--- src/rtl/csla_accum_64_if.sv ---
// Operand and result handshake bundle for csla_accum_64.
// Latency: none (wires only).
// Backpressure: in_ready gates operand beats, out_ready gates result hand-off.
interface csla_accum_64_if #(parameter int CNT_W = 8);
   logic             in_valid;
   logic             in_ready;
   logic [63:0]      in_data;
   logic             in_sub;
   logic             in_last;
   logic             out_valid;
   logic             out_ready;
   logic [63:0]      out_sum;
   logic             out_ovf;
   logic [CNT_W-1:0] out_count;

   modport master (
      output in_valid, in_data, in_sub, in_last, out_ready,
      input  in_ready, out_valid, out_sum, out_ovf, out_count
   );

   modport slave (
      input  in_valid, in_data, in_sub, in_last, out_ready,
      output in_ready, out_valid, out_sum, out_ovf, out_count
   );
endinterface

--- src/rtl/csla_accum_64.sv ---
// 64-bit carry-select adder built from 4-bit blocks with precomputed carry-in 0/1 sums.
// Latency: purely combinational.
// Backpressure: none.
module csla_64 (
   input  logic [63:0] i_a,
   input  logic [63:0] i_b,
   input  logic        i_cin,
   output logic [63:0] o_sum,
   output logic        o_cout
);
   logic [16:0] w_c;

   assign w_c[0] = i_cin;

   for (genvar g = 0; g < 16; g++) begin : g_blk
      logic [4:0] w_s0;
      logic [4:0] w_s1;
      assign w_s0 = {1'b0, i_a[4*g +: 4]} + {1'b0, i_b[4*g +: 4]};
      assign w_s1 = w_s0 + 5'd1;
      // The incoming block carry only selects between the two ready sums.
      assign o_sum[4*g +: 4] = w_c[g] ? w_s1[3:0] : w_s0[3:0];
      assign w_c[g+1]        = w_c[g] ? w_s1[4]   : w_s0[4];
   end

   assign o_cout = w_c[16];
endmodule

// Framed add/subtract accumulator feeding off csla_64; reports sum, sticky ovf and beat count.
// Latency: result valid the cycle after the edge that accepts the last beat.
// Backpressure: in_ready drops while a result is held; result held stable until out_ready.
module csla_accum_64 #(
   parameter int CNT_W = 8
) (
   input  logic             clk,
   input  logic             rst_n,
   csla_accum_64_if.slave   bus
);
   typedef enum logic [1:0] {
      S_IDLE  = 2'd0,
      S_ACCUM = 2'd1,
      S_HOLD  = 2'd2
   } state_t;

   localparam logic [CNT_W-1:0] CNT_MAX = '1;
   localparam logic [CNT_W-1:0] CNT_ONE = {{(CNT_W-1){1'b0}}, 1'b1};

   state_t           r_state;
   state_t           w_next;
   logic             r_live;
   logic [63:0]      r_acc;
   logic             r_ovf;
   logic [CNT_W-1:0] r_cnt;

   logic             w_in_ready;
   logic             w_out_valid;
   logic             w_accept;
   logic             w_release;
   logic [63:0]      w_base;
   logic [63:0]      w_b;
   logic [63:0]      w_sum;
   logic             w_cout;
   logic             w_flag;

   // Handshake outputs decoded from state; r_live keeps in_ready low until the first edge out of reset.
   always_comb begin
      w_in_ready  = r_live && (r_state != S_HOLD);
      w_out_valid = (r_state == S_HOLD);
   end

   assign w_accept  = bus.in_valid && w_in_ready;
   assign w_release = w_out_valid && bus.out_ready;

   // First beat of a frame starts from zero so a stale acc can never leak in.
   assign w_base = (r_state == S_IDLE) ? 64'd0 : r_acc;
   assign w_b    = bus.in_sub ? ~bus.in_data : bus.in_data;

   csla_64 u_add (
      .i_a    (w_base),
      .i_b    (w_b),
      .i_cin  (bus.in_sub),
      .o_sum  (w_sum),
      .o_cout (w_cout)
   );

   // Subtraction borrows exactly when the two's-complement add produces no carry.
   assign w_flag = bus.in_sub ? ~w_cout : w_cout;

   // Next-state selection for the frame sequencer.
   always_comb begin
      w_next = r_state;
      case (r_state)
         S_IDLE:  if (w_accept) w_next = bus.in_last ? S_HOLD : S_ACCUM;
         S_ACCUM: if (w_accept && bus.in_last) w_next = S_HOLD;
         S_HOLD:  if (bus.out_ready) w_next = S_IDLE;
         default: w_next = S_IDLE;
      endcase
   end

   // State register and post-reset enable.
   always_ff @(posedge clk or negedge rst_n) begin
      if (!rst_n) begin
         r_state <= S_IDLE;
         r_live  <= 1'b0;
      end else begin
         r_state <= w_next;
         r_live  <= 1'b1;
      end
   end

   // Accumulator, sticky flag and saturating count; cleared when the result is taken.
   always_ff @(posedge clk or negedge rst_n) begin
      if (!rst_n) begin
         r_acc <= 64'd0;
         r_ovf <= 1'b0;
         r_cnt <= '0;
      end else if (w_accept) begin
         r_acc <= w_sum;
         if (r_state == S_IDLE) begin
            r_ovf <= w_flag;
            r_cnt <= CNT_ONE;
         end else begin
            r_ovf <= r_ovf | w_flag;
            if (r_cnt != CNT_MAX) r_cnt <= r_cnt + CNT_ONE;
         end
      end else if (w_release) begin
         r_acc <= 64'd0;
         r_ovf <= 1'b0;
         r_cnt <= '0;
      end
   end

   assign bus.in_ready  = w_in_ready;
   assign bus.out_valid = w_out_valid;
   assign bus.out_sum   = r_acc;
   assign bus.out_ovf   = r_ovf;
   assign bus.out_count = r_cnt;
endmodule

--- src/flat_wrapper.sv ---
// flat-port wrapper written by rule: the top's interface ports become plain ports
module csla_accum_64_flat 
#(
   parameter int CNT_W = 8
)
  (clk, rst_n, bus_in_valid, bus_in_data, bus_in_sub, bus_in_last, bus_out_ready, bus_in_ready, bus_out_valid, bus_out_sum, bus_out_ovf, bus_out_count);
  csla_accum_64_if #(.CNT_W(CNT_W)) bus_i ();
  input  logic clk;
  input  logic rst_n;
  input wire logic [$bits(bus_i.in_valid)-1:0] bus_in_valid;
  input wire logic [$bits(bus_i.in_data)-1:0] bus_in_data;
  input wire logic [$bits(bus_i.in_sub)-1:0] bus_in_sub;
  input wire logic [$bits(bus_i.in_last)-1:0] bus_in_last;
  input wire logic [$bits(bus_i.out_ready)-1:0] bus_out_ready;
  output wire logic [$bits(bus_i.in_ready)-1:0] bus_in_ready;
  output wire logic [$bits(bus_i.out_valid)-1:0] bus_out_valid;
  output wire logic [$bits(bus_i.out_sum)-1:0] bus_out_sum;
  output wire logic [$bits(bus_i.out_ovf)-1:0] bus_out_ovf;
  output wire logic [$bits(bus_i.out_count)-1:0] bus_out_count;
  assign bus_i.in_valid = bus_in_valid;
  assign bus_i.in_data = bus_in_data;
  assign bus_i.in_sub = bus_in_sub;
  assign bus_i.in_last = bus_in_last;
  assign bus_i.out_ready = bus_out_ready;
  assign bus_in_ready = bus_i.in_ready;
  assign bus_out_valid = bus_i.out_valid;
  assign bus_out_sum = bus_i.out_sum;
  assign bus_out_ovf = bus_i.out_ovf;
  assign bus_out_count = bus_i.out_count;
  csla_accum_64 #(.CNT_W(CNT_W)) u_core (.clk(clk), .rst_n(rst_n), .bus(bus_i));
endmodule
--- config.mk ---
export PLATFORM = sky130hd
export DESIGN_NAME = csla_accum_64_flat
export DESIGN_NICKNAME = d
export VERILOG_FILES = /design/src/rtl/csla_accum_64_if.sv /design/src/rtl/csla_accum_64.sv /design/src/flat_wrapper.sv
export SDC_FILE = /design/constraint.sdc
export NUM_CORES = 1
export LEC_CHECK = 0
export ABC_CLOCK_PERIOD_IN_PS = 21800
export BUFFER_PORTS_ARGS = -buffer_cell sky130_fd_sc_hd__clkbuf_2
export CORE_MARGIN = 3
export CORE_UTILIZATION = 62
export CTS_BUF_LIST = sky130_fd_sc_hd__clkbuf_16
export DETAILED_ROUTE_END_ITERATION = 10
export GPL_TIMING_DRIVEN = 0
export PLACE_DENSITY = 0.88
export SYNTH_ARGS = -nofsm -noshare
export SYNTH_HDL_FRONTEND = slang
export SYNTH_SLANG_ARGS = --single-unit
--- constraint.sdc ---
create_clock -name clk -period 21.8 [get_ports clk]
set_clock_uncertainty 0.2 [all_clocks]
set_input_delay 4.36 -clock clk [delete_from_list [all_inputs] [get_ports clk]]
set_output_delay 4.36 -clock clk [all_outputs]
set_load 0.02 [all_outputs]
==> run_results.csv <==
group,metric,value,unit
critical_path,critPathKind,"in -> reg",
placement,dp_cells,1173,
placement,hpwl,14400,um
critical_path,cp.arrival,13010,ps
finish,diodes,0,
clocking,cts_tree,"done",
logic_synthesis,syn_area_per_cell,8.50,sq um
placement,gp_congestion,0.861,
logic_synthesis,yosysTopAreaCell,"dfrtp_1",
floorplanning,die-height,116,um
finish,synthToLayoutAreaGrowth,15.9,%
global_route,antenna_found_initial,1,
sta,fin_crit_sh,59.4,%
critical_path,worstPathMaxFanout,10,
clocking,post_cts_buffers,0,
detailed_routing,viasPerCell,5.66,
clocking,cts_resized,0,
logic_synthesis,yosys.area.top_type_share,25.2,%
hold_path,min_to,"u_core.r_state[0]",
detailed_routing,antenna_left,0,
critical_path,cp_top_family,"multiplexers",
placement,place_area,8460,sq um
logic_synthesis,yosys_warnings,0,
logic_synthesis,ys.flop_type,"dfrtp_1",
flow_run,timing.max_cap.violations,0,
global_route,grt_overflow,0,
floorplanning,fp-row-count,39,
finish,stdcell_count,1188,
logic_synthesis,syn_inst,886,
floorplanning,initial_core_util,64.6,%
power_and_ir_drop,power.density,121,nW/um^2
global_route,track_usage,28.6,%
critical_path,r2r-start,"u_core.r_state[1]",
hold_path,min_path_cells,1,
detailed_routing,wl_per_cell,15.9,um
clocking,clockBufferDepth,2,
hold_path,hp-start,"u_core.r_state[1]",
critical_path,r2r_setup_slack,12970,ps
global_route,grt_pass1_wl,30500,um
clocking,cts_hold_buf,0,
clocking,cts_root_buf,"clkbuf_16",
detailed_routing,wl,18900,um
status,status,"complete, no violations",
logic_synthesis,ys_types,48,
sta,relSlewSlack,31.9,%
power_and_ir_drop,clkPwrFrac,13.7,%
power_and_ir_drop,p_sw_share,47.8,%
clocking,cts.sinks,76,
clocking,cts_buffers,9,
sta,fmaxAchievable,77.2,MHz
sta,drv_slew,0,
hold_path,hold_path.class,"reg -> reg",
global_route,grt_max_degree,50,
sta,min_period,12950,ps
logic_synthesis,ys_ff_latch,76,
sta,rsz0062_at_grt,"no",
logic_synthesis,syn-num-nets,1053,
critical_path,slowest_stage,"clkbuf_1",
sta,finalHoldViolCount,0,
power_and_ir_drop,power_switching,0.000505,W
global_route,grt_pass1_vias,6658,
floorplanning,die_w,116,um
logic_synthesis,synthesis.area,7530,sq um
power_and_ir_drop,peakVddDrop,66.4,uV
critical_path,critPathBufInv,4,
sta,tightest_slew,1020,ps
critical_path,worstSetupStartpointType,"input port",
placement,numPortBuffers,143,
power_and_ir_drop,comb_power_share,63.1,%
clocking,insertion_delay,350,ps
sta,tns,0,ps
floorplanning,core_region_area,11700,sq um
logic_synthesis,synth_edf_count,0,
clocking,htreeDepth,3,
power_and_ir_drop,power.internal,0.000552,W
logic_synthesis,synthArstFlopShare,100,%
critical_path,max_stage_delay,660,ps
sta,holdWs,278,ps
logic_synthesis,ys_top_cells_by_area,"dfrtp_1, ha_1, xor2_1, xnor2_1, o21ai_0",
power_and_ir_drop,leakage,4.56,nW
sta,setup_viol,0,
floorplanning,ios,145,
logic_synthesis,yosysSeqAreaShare,25.2,%
clocking,path_clk_slew,60,ps
critical_path,setup.worst_path.end_class,"register",
critical_path,r2r-end,"u_core.bus.out_ovf",
critical_path,crit_path_frequent_cell,"mux2i_1",
detailed_routing,dr.pass1.iters,5,
floorplanning,die_area,13500,sq um
finish,fin_nets,1208,
detailed_routing,first_iter_violations,379,
detailed_routing,drc_errors,0,
critical_path,critPathRequiredTime,21860,ps
finish,post-route-cell-area,8730,sq um
power_and_ir_drop,pwr-share-seq,23.2,%
finish,drive_gt1_share,15.9,%
detailed_routing,vias,6720,
critical_path,r2r_cells,27,
==> synthesized netlist by cell type (all sizes together), types with 3 or more instances <==
master  instances
and3           12
nand4          10
and2           54
nor3b           3
nand2b         14
o31ai           3
clkbuf         26
xnor2          48
nor2b          10
a22o            5
nand3          20
mux2i          17
buf             6
dfrtp          76
or3             4
a21oi          33
xor2          108
ha             81
nand2         103
nor4            7
o21ai          83
nor3            3
fa             16
inv            65
nor2           34
a21o           25
==> per-stage QoR <==
stage / utilization [%] / setup slack [ps] / power [W]
5_1_grt: 74.9 / 8320 / 0.00114
6_report: 74.9 / 8850 / 0.00106
2_1_floorplan: - / 9750 / 0.000726
4_1_cts: 74.9 / 8910 / 0.00106
3_3_place_gp: 72.3 / 8700 / 0.000876
3_5_place_dp: 72.5 / 8650 / 0.000903
==> worst max-delay path by stage <==
stage          startpoint            endpoint  depth (start not counted)
2_1_floorplan  bus_in_sub  u_core.bus.out_ovf                         28
3_3_place_gp   bus_in_sub  u_core.bus.out_ovf                         28
3_5_place_dp   bus_in_sub  u_core.bus.out_ovf                         28
4_1_cts        bus_in_sub  u_core.bus.out_ovf                         28
5_1_grt        bus_in_sub  u_core.bus.out_ovf                         28
6_report       bus_in_sub  u_core.bus.out_ovf                         28
==> final cells by class <==
cell class              instances  area (sq um)
repair buffers                144           746
fillers                       884          2930
clock buffers                   9           225
flip-flops and latches         76          1900
well taps                     143           179
multi-input cells             713          5250
inverters                      65           244
plain buffers                  32           136
clock inverters                 6          50.0
==> cells in the final DEF (no fill, tap or decap), types with 2 or more instances in the layout <==
| master | count |
|---|---|
| nand3_1 | 20 |
| nand2b_1 | 14 |
| clkbuf_1 | 26 |
| buf_6 | 2 |
| or3_1 | 4 |
| fa_1 | 16 |
| mux2i_1 | 16 |
| nand4b_1 | 2 |
| ha_1 | 81 |
| a211oi_1 | 2 |
| xor2_1 | 108 |
| nor2_1 | 33 |
| clkbuf_2 | 142 |
| buf_1 | 3 |
| and3_1 | 12 |
| nor3_1 | 3 |
| xnor2_1 | 46 |
| a21oi_1 | 33 |
| a21o_1 | 25 |
| nor4_1 | 7 |
| clkbuf_16 | 9 |
| and4_1 | 2 |
| nand4_1 | 10 |
| and2_1 | 54 |
| dfrtp_1 | 76 |
| a22o_1 | 5 |
| o21ai_0 | 80 |
| inv_1 | 68 |
| o31ai_1 | 3 |
| xnor2_2 | 2 |
| nor3b_1 | 3 |
| o21ai_1 | 3 |
| nand2_1 | 103 |
| nor2b_1 | 10 |
| or4_1 | 2 |
==> flip-flops by register name (all words and copies together), names as in the netlist <==
| register | count |
|---|---|
| u_core.r_state | 2 |
| u_core.bus.out_ovf | 1 |
| u_core.bus.out_count | 8 |
| u_core.r_live | 1 |
| u_core.bus.out_sum | 64 |
==> per-layer routing <==
metal	vias to the layer above	GRT usage [%]	part of all wire [%]
met5	-	0	0.10
met4	2	13.7	3.2
met3	51	4.15	5.7
met2	225	47.6	48
met1	3162	36.5	43
li1	3280	-	-
==> logic make-up (layout without fill, tap and decap cells) <==
| group | count (synthesis) | after routing | synth area share [%] |
|---|---|---|---|
| AO/OA/AOI/OAI | 160 | 160 | 12.6 |
| XOR/XNOR | 156 | 156 | 18.3 |
| adder cells (fa/ha/maj) | 97 | 97 | 17.7 |
| buffers and inverters | 97 | 256 | 5.05 |
| flip-flops | 76 | 76 | 25.2 |
| multiplexers | 17 | 17 | 2.31 |
| other | 1 | 1 | 0.0498 |
| AND/OR/NAND/NOR | 282 | 282 | 18.8 |
==> worst register-to-register path, delay by kind of cell, from the launching register on <==
| family | cells | cell delay [ps] |
|---|---|---|
| simple gates | 6 | 1760 |
| mux | 10 | 3570 |
| compound gates | 5 | 1120 |
| fa+ha+maj | 2 | 780 |
| flops | 1 | 400 |
| xor+xnor | 1 | 190 |
| buf+inv | 3 | 740 |
==> power groups by stage <==
| stage | clock [W] | combinational [W] | sequential (W) |
|---|---|---|---|
| floorplan | 0 | 0.000420 | 0.000306 |
| global placement | 0 | 0.000632 | 0.000245 |
| CTS | 0.000147 | 0.000665 | 0.000244 |
| detailed placement | 0 | 0.000658 | 0.000246 |
| global route | 0.000151 | 0.000741 | 0.000253 |
| finish | 0.000145 | 0.000668 | 0.000245 |
Note: power is estimated with default switching activity, not from simulation.
